**config.mk**
```make
export PLATFORM = sky130hd
export DESIGN_NAME = rsn_release_sequencer
export DESIGN_NICKNAME = d
export VERILOG_FILES = /design/src/rtl/rsn_release_sequencer.sv
export SDC_FILE = /design/constraint.sdc
export NUM_CORES = 1
export LEC_CHECK = 0
export BUFFER_PORTS_ARGS = -buffer_cell sky130_fd_sc_hd__buf_2
export CORE_MARGIN = 4
export CORE_UTILIZATION = 51
export DETAILED_ROUTE_END_ITERATION = 8
export PLACE_DENSITY = 0.7
export SLEW_MARGIN = 40
export SYNTH_ARGS = -nofsm -noshare
export SYNTH_HDL_FRONTEND = slang
export SYNTH_SLANG_ARGS = --single-unit
```
**constraint.sdc**
```tcl
create_clock -name CLK -period 2.3 [get_ports CLK]
set_input_delay 0.46 -clock CLK [delete_from_list [all_inputs] [get_ports CLK]]
set_output_delay 0.46 -clock CLK [all_outputs]
set_load 0.1 [all_outputs]
```
**src/rtl/rsn_release_sequencer.sv**
```systemverilog
// Release sequencer for negative-edge set/reset flop banks: synchronises set/reset
// requests and drives mutually exclusive, minimum-width RN/SETN strobes with guard gaps.
module rsn_release_sequencer #(
    parameter int SYNC_STAGES  = 2,
    parameter int HOLD_CYCLES  = 4,
    parameter int GUARD_CYCLES = 1
) (
    input  logic CLK,
    input  logic RST,
    input  logic RST_REQ,
    input  logic SET_REQ,
    output logic RN,
    output logic SETN,
    output logic BUSY,
    output logic DONE
);

    typedef enum logic [2:0] {
        IDLE   = 3'd0,
        HOLD_R = 3'd1,
        HOLD_S = 3'd2,
        PRE_R  = 3'd3,
        GUARD  = 3'd4
    } state_t;

    localparam logic [7:0] HOLD_LOAD  = 8'(HOLD_CYCLES - 1);
    localparam logic [7:0] GUARD_LOAD = (GUARD_CYCLES > 0) ? 8'(GUARD_CYCLES - 1) : 8'd0;
    // With no guard time a finished strobe releases straight back to IDLE.
    localparam state_t     EXIT_STATE = (GUARD_CYCLES > 0) ? GUARD : IDLE;

    logic [SYNC_STAGES-1:0] rst_chain_r;
    logic [SYNC_STAGES-1:0] set_chain_r;
    logic                   rst_sync_s;
    logic                   set_sync_s;
    state_t                 state_r;
    state_t                 state_nxt_s;
    logic [7:0]             cnt_r;
    logic [7:0]             cnt_nxt_s;
    logic                   rn_r;
    logic                   setn_r;
    logic                   busy_r;
    logic                   done_r;

    // Output decode {RN, SETN, BUSY}; unknown encodings fall back to the reset strobe.
    function automatic logic [2:0] decode_outputs(input state_t s);
        logic [2:0] d;
        case (s)
            IDLE:    d = 3'b110;
            HOLD_R:  d = 3'b011;
            HOLD_S:  d = 3'b101;
            PRE_R:   d = 3'b111;
            GUARD:   d = 3'b111;
            default: d = 3'b011;
        endcase
        return d;
    endfunction

    assign rst_sync_s = rst_chain_r[SYNC_STAGES-1];
    assign set_sync_s = set_chain_r[SYNC_STAGES-1];

    // Request synchroniser chains.
    always_ff @(posedge CLK) begin
        if (RST) begin
            rst_chain_r <= '0;
            set_chain_r <= '0;
        end else begin
            rst_chain_r <= {rst_chain_r[SYNC_STAGES-2:0], RST_REQ};
            set_chain_r <= {set_chain_r[SYNC_STAGES-2:0], SET_REQ};
        end
    end

    // Next-state and hold/guard counter logic.
    always_comb begin
        state_nxt_s = state_r;
        cnt_nxt_s   = cnt_r;
        case (state_r)
            IDLE: begin
                if (rst_sync_s) begin
                    state_nxt_s = HOLD_R;
                    cnt_nxt_s   = HOLD_LOAD;
                end else if (set_sync_s) begin
                    state_nxt_s = HOLD_S;
                    cnt_nxt_s   = HOLD_LOAD;
                end else begin
                    state_nxt_s = IDLE;
                end
            end
            HOLD_R: begin
                if (cnt_r != 8'd0) begin
                    cnt_nxt_s = cnt_r - 8'd1;
                end else if (!rst_sync_s) begin
                    state_nxt_s = EXIT_STATE;
                    cnt_nxt_s   = GUARD_LOAD;
                end else begin
                    state_nxt_s = HOLD_R;
                end
            end
            HOLD_S: begin
                // A reset request aborts the set via a both-high cycle in PRE_R.
                if (rst_sync_s) begin
                    state_nxt_s = PRE_R;
                    cnt_nxt_s   = 8'd0;
                end else if (cnt_r != 8'd0) begin
                    cnt_nxt_s = cnt_r - 8'd1;
                end else if (!set_sync_s) begin
                    state_nxt_s = EXIT_STATE;
                    cnt_nxt_s   = GUARD_LOAD;
                end else begin
                    state_nxt_s = HOLD_S;
                end
            end
            PRE_R: begin
                state_nxt_s = HOLD_R;
                cnt_nxt_s   = HOLD_LOAD;
            end
            GUARD: begin
                if (rst_sync_s) begin
                    state_nxt_s = HOLD_R;
                    cnt_nxt_s   = HOLD_LOAD;
                end else if (cnt_r != 8'd0) begin
                    cnt_nxt_s = cnt_r - 8'd1;
                end else begin
                    state_nxt_s = IDLE;
                    cnt_nxt_s   = 8'd0;
                end
            end
            default: begin
                state_nxt_s = HOLD_R;
                cnt_nxt_s   = HOLD_LOAD;
            end
        endcase
    end

    // State register with outputs registered from the next-state decode.
    always_ff @(posedge CLK) begin
        if (RST) begin
            state_r <= HOLD_R;
            cnt_r   <= HOLD_LOAD;
            rn_r    <= 1'b0;
            setn_r  <= 1'b1;
            busy_r  <= 1'b1;
            done_r  <= 1'b0;
        end else begin
            state_r                  <= state_nxt_s;
            cnt_r                    <= cnt_nxt_s;
            {rn_r, setn_r, busy_r}   <= decode_outputs(state_nxt_s);
            done_r                   <= (state_nxt_s == IDLE) && (state_r != IDLE);
        end
    end

    assign RN   = rn_r;
    assign SETN = setn_r;
    assign BUSY = busy_r;
    assign DONE = done_r;

endmodule

```
==> flow_metrics.py <==
metrics = {
    "logic_synthesis": {
        "ys_seq_area_frac": 0.379,
        "synth_simple_gate_area_frac": 0.314,
        "synth_top_family_by_area": "simple AND/OR/NAND/NOR gates",
        "synth_fa_ha_area_frac": 0.0249,
        "synth_edf_count": 0,
        "synth_compound_area_frac": 0.214,
        "synth-xor-area-share": 0.00872,
        "synthCells": 115,
        "synth_seq_cells": 19,
        "synth.top_cell.area_share": 0.379,
        "synth.most_common_cell": "dfxtp_1",
        "synthMuxAreaShare": 0.00996,
        "netlist_top_cells_area": "dfxtp_1 38%, a21oi_1 4.5%, nor2b_1 3.7%",
        "ys_top_cells_by_count": "19 x dfxtp_1, 9 x a21oi_1, 8 x nor2_1",
        "synth_flop_cell": "dfxtp_1",
        "synthArstFlopShare": 0,
        "synth_top_area_cell": "dfxtp_1",
        "syn_nets": 121,
        "synth_cell_types": 40,
        "syn_avg_cell_area_um2": 8.74,
        "ys_warn_count": 0,
        "synthesis.area_um2": 1000,
    },
    "drt": {
        "wl_per_cell_um": 14.5,
        "drt-initial-drc-count": 30,
        "vias": 867,
        "postRouteAntennaNets": 0,
        "wl_um": 2110,
        "vias_per_cell": 5.98,
        "drc_errors": 0,
        "firstDrtPassIters": 4,
    },
    "layout": {
        "n_antenna_cell": 0,
        "drive_gt1_frac": 0.200,
        "seq_area_um2": 380,
        "fillCellCount": 170,
        "num-nets-final": 127,
        "multi_input_area_um2": 576,
        "area.growth.synth_to_final_pct": 6.35,
    },
    "timing": {
        "tns_ns": 0,
        "period_share": 0.921,
        "rsz0062_at_grt": "false",
        "drv_slew": 0,
        "worst_slew_pin_slew_ns": 0.513,
        "final_hold_viol_count": 0,
        "setup_viol": 0,
        "period_needed_ns": 2.12,
        "fin_skew_ns": 0.0123,
        "fmax_mhz": 472,
        "slew_headroom": 0.653,
    },
    "clocking": {
        "post_cts_buffers": 0,
        "clk_latency_ns": 0.30,
        "clockBufferDepth": 2,
        "ctsHtreeMaxLevel": 1,
        "clk_pin_slew_worst_paths_ns": 0.10,
        "cts_sinks": 19,
        "root_buffer": "clkbuf_4",
        "numCtsBuffers": 3,
        "cts_tree": "built",
    },
    "floorplanning": {
        "initial_core_util": 0.558,
        "die_h_um": 52.4,
        "coreArea_um2": 1800,
        "io-pin-count": 8,
        "die_area_um2": 2740,
        "die_width_um": 52.4,
        "rows": 15,
    },
    "global_routing": {
        "track_usage": 0.187,
        "antenna_found_initial": 0,
        "grt-ovfl-total": 0,
        "grt_pass1_wl_um": 3820,
        "grt_max_degree": 14,
        "grt_pass1_vias": 850,
    },
    "setup_path": {
        "crit_arrival_ns": 2.31,
        "critPathMaxFanout": 5,
        "reg2reg_depth": 7,
        "reg2reg_to": "DONE",
        "start_kind": "flop",
        "endpoint_kind": "flop",
        "r2r-start": "cnt_r[0]",
        "cp.required_ns": 2.50,
        "crit_type": "flop to flop",
        "reg2reg_setup_slack_ns": 0.18,
    },
    "pwr": {
        "switching_power_uw": 412,
        "seqPwrFrac": 0.454,
        "p_per_area_nw_per_um2": 941,
        "power_mw": 1.01,
        "peakVddDrop_mv": 0.520,
        "p_sw_frac": 0.410,
        "clkPwrFrac": 0.169,
        "internal_power_uw": 593,
        "p_leak_nw": 0.382,
        "p_comb_frac": 0.377,
    },
    "hold_path": {
        "min_from": "SET_REQ",
        "holdPathStages": 2,
        "hold_class": "input port to flop",
        "hold_end": "set_chain_r[0]",
    },
    "placement": {
        "dp_hpwl_um": 1530,
        "gp_congestion": 0.837,
        "portBuffers": 7,
    },
    "outcome": {
        "status": "finished, final reports clean",
    },
    "flow_run": {
        "cap_violations": 0,
    },
}
## cells by family (layout without fill, tap and decap cells)
kind of cell,after synthesis,in the layout
fa+ha+maj,2,2
buf+inv,11,16
xor+xnor,1,1
compound gates,31,31
mux,1,1
simple gates,50,50
flops,19,19
## repair_timing
item / CTS / global route
hold buffers: 0 / 0
gates resized for setup: 0 / 1
endpoints found under the setup margin: 0 / 1
## placed cells by master, fill, tap and decap left out, drive strengths merged, types with 3 or more instances in the layout
master  Yosys  routed
a21oi      10      10
buf         2       7
clkbuf      4       3
dfxtp      19      19
inv         5       5
nand2       3       3
nand3       3       3
nor2        8       8
nor2b       6       6
nor3        7       7
o21ai       8       8
or2         3       3
or3         6       6
or3b        3       3
## worst max path at each step
stage,start,to,slack [ns],cells after the start
4_1_cts,cnt_r[0],DONE,0.13,7
5_1_grt,cnt_r[0],DONE,0.06,7
2_1_floorplan,cnt_r[0],DONE,0.40,8
6_report,cnt_r[0],DONE,0.18,7
3_5_place_dp,cnt_r[0],DONE,0.15,7
3_3_place_gp,cnt_r[0],DONE,0.26,7
## area by class of cell
cell class,instances,share of cell area
Clock buffer,3,0.0211
Clock inverter,1,0.00468
Inverter,5,0.0176
Multi-Input combinational cell,85,0.539
Sequential cell,19,0.356
Tap cell,25,0.0293
Timing Repair Buffer,7,0.0328
## per-layer routing
metal  vias to the layer above  part of all wire  track usage
li1                        439                 -            -
met3                         2             0.046       0.0627
met1                       406              0.50        0.243
met5                         -                 0            0
met4                         0            0.0081       0.0638
met2                        20              0.45        0.287
## flip-flops by register name, indices dropped and copies added, names as in the netlist
register,flops
state_r,3
BUSY,1
set_chain_r,2
SETN,1
RN,1
rst_chain_r,2
cnt_r,8
DONE,1
## critical path, stage by stage, from the launching register on
cell and delay [ns]:
dfxtp_1 0.35, inv_1 0.11, ha_1 0.16, nor4b_4 0.28, a31oi_1 0.16, o21ai_2 0.21, or3b_4 0.42, a2111oi_2 0.33
## stage by stage
stage	worst slack, ns	utilization	hold WS, ns	instance area [um^2]	cells
after global routing	0.0633	0.593	0.383	1070	145
after detailed placement	0.149	0.577	0.454	1040	141
after floorplan	0.398	-	0.414	1000	115
final	0.183	0.593	0.371	1070	145
after CTS	0.127	0.592	0.365	1070	145
after global placement	0.264	0.577	0.423	1040	141
## power groups by stage
stage / registers, mW / logic, mW / clock network, mW
finish: 0.456 / 0.379 / 0.170
global route: 0.467 / 0.418 / 0.201
CTS: 0.454 / 0.377 / 0.178
detailed placement: 0.462 / 0.374 / 0
global placement: 0.458 / 0.365 / 0
floorplan: 0.504 / 0.261 / 0
Note: power is estimated with default switching activity, not from simulation.
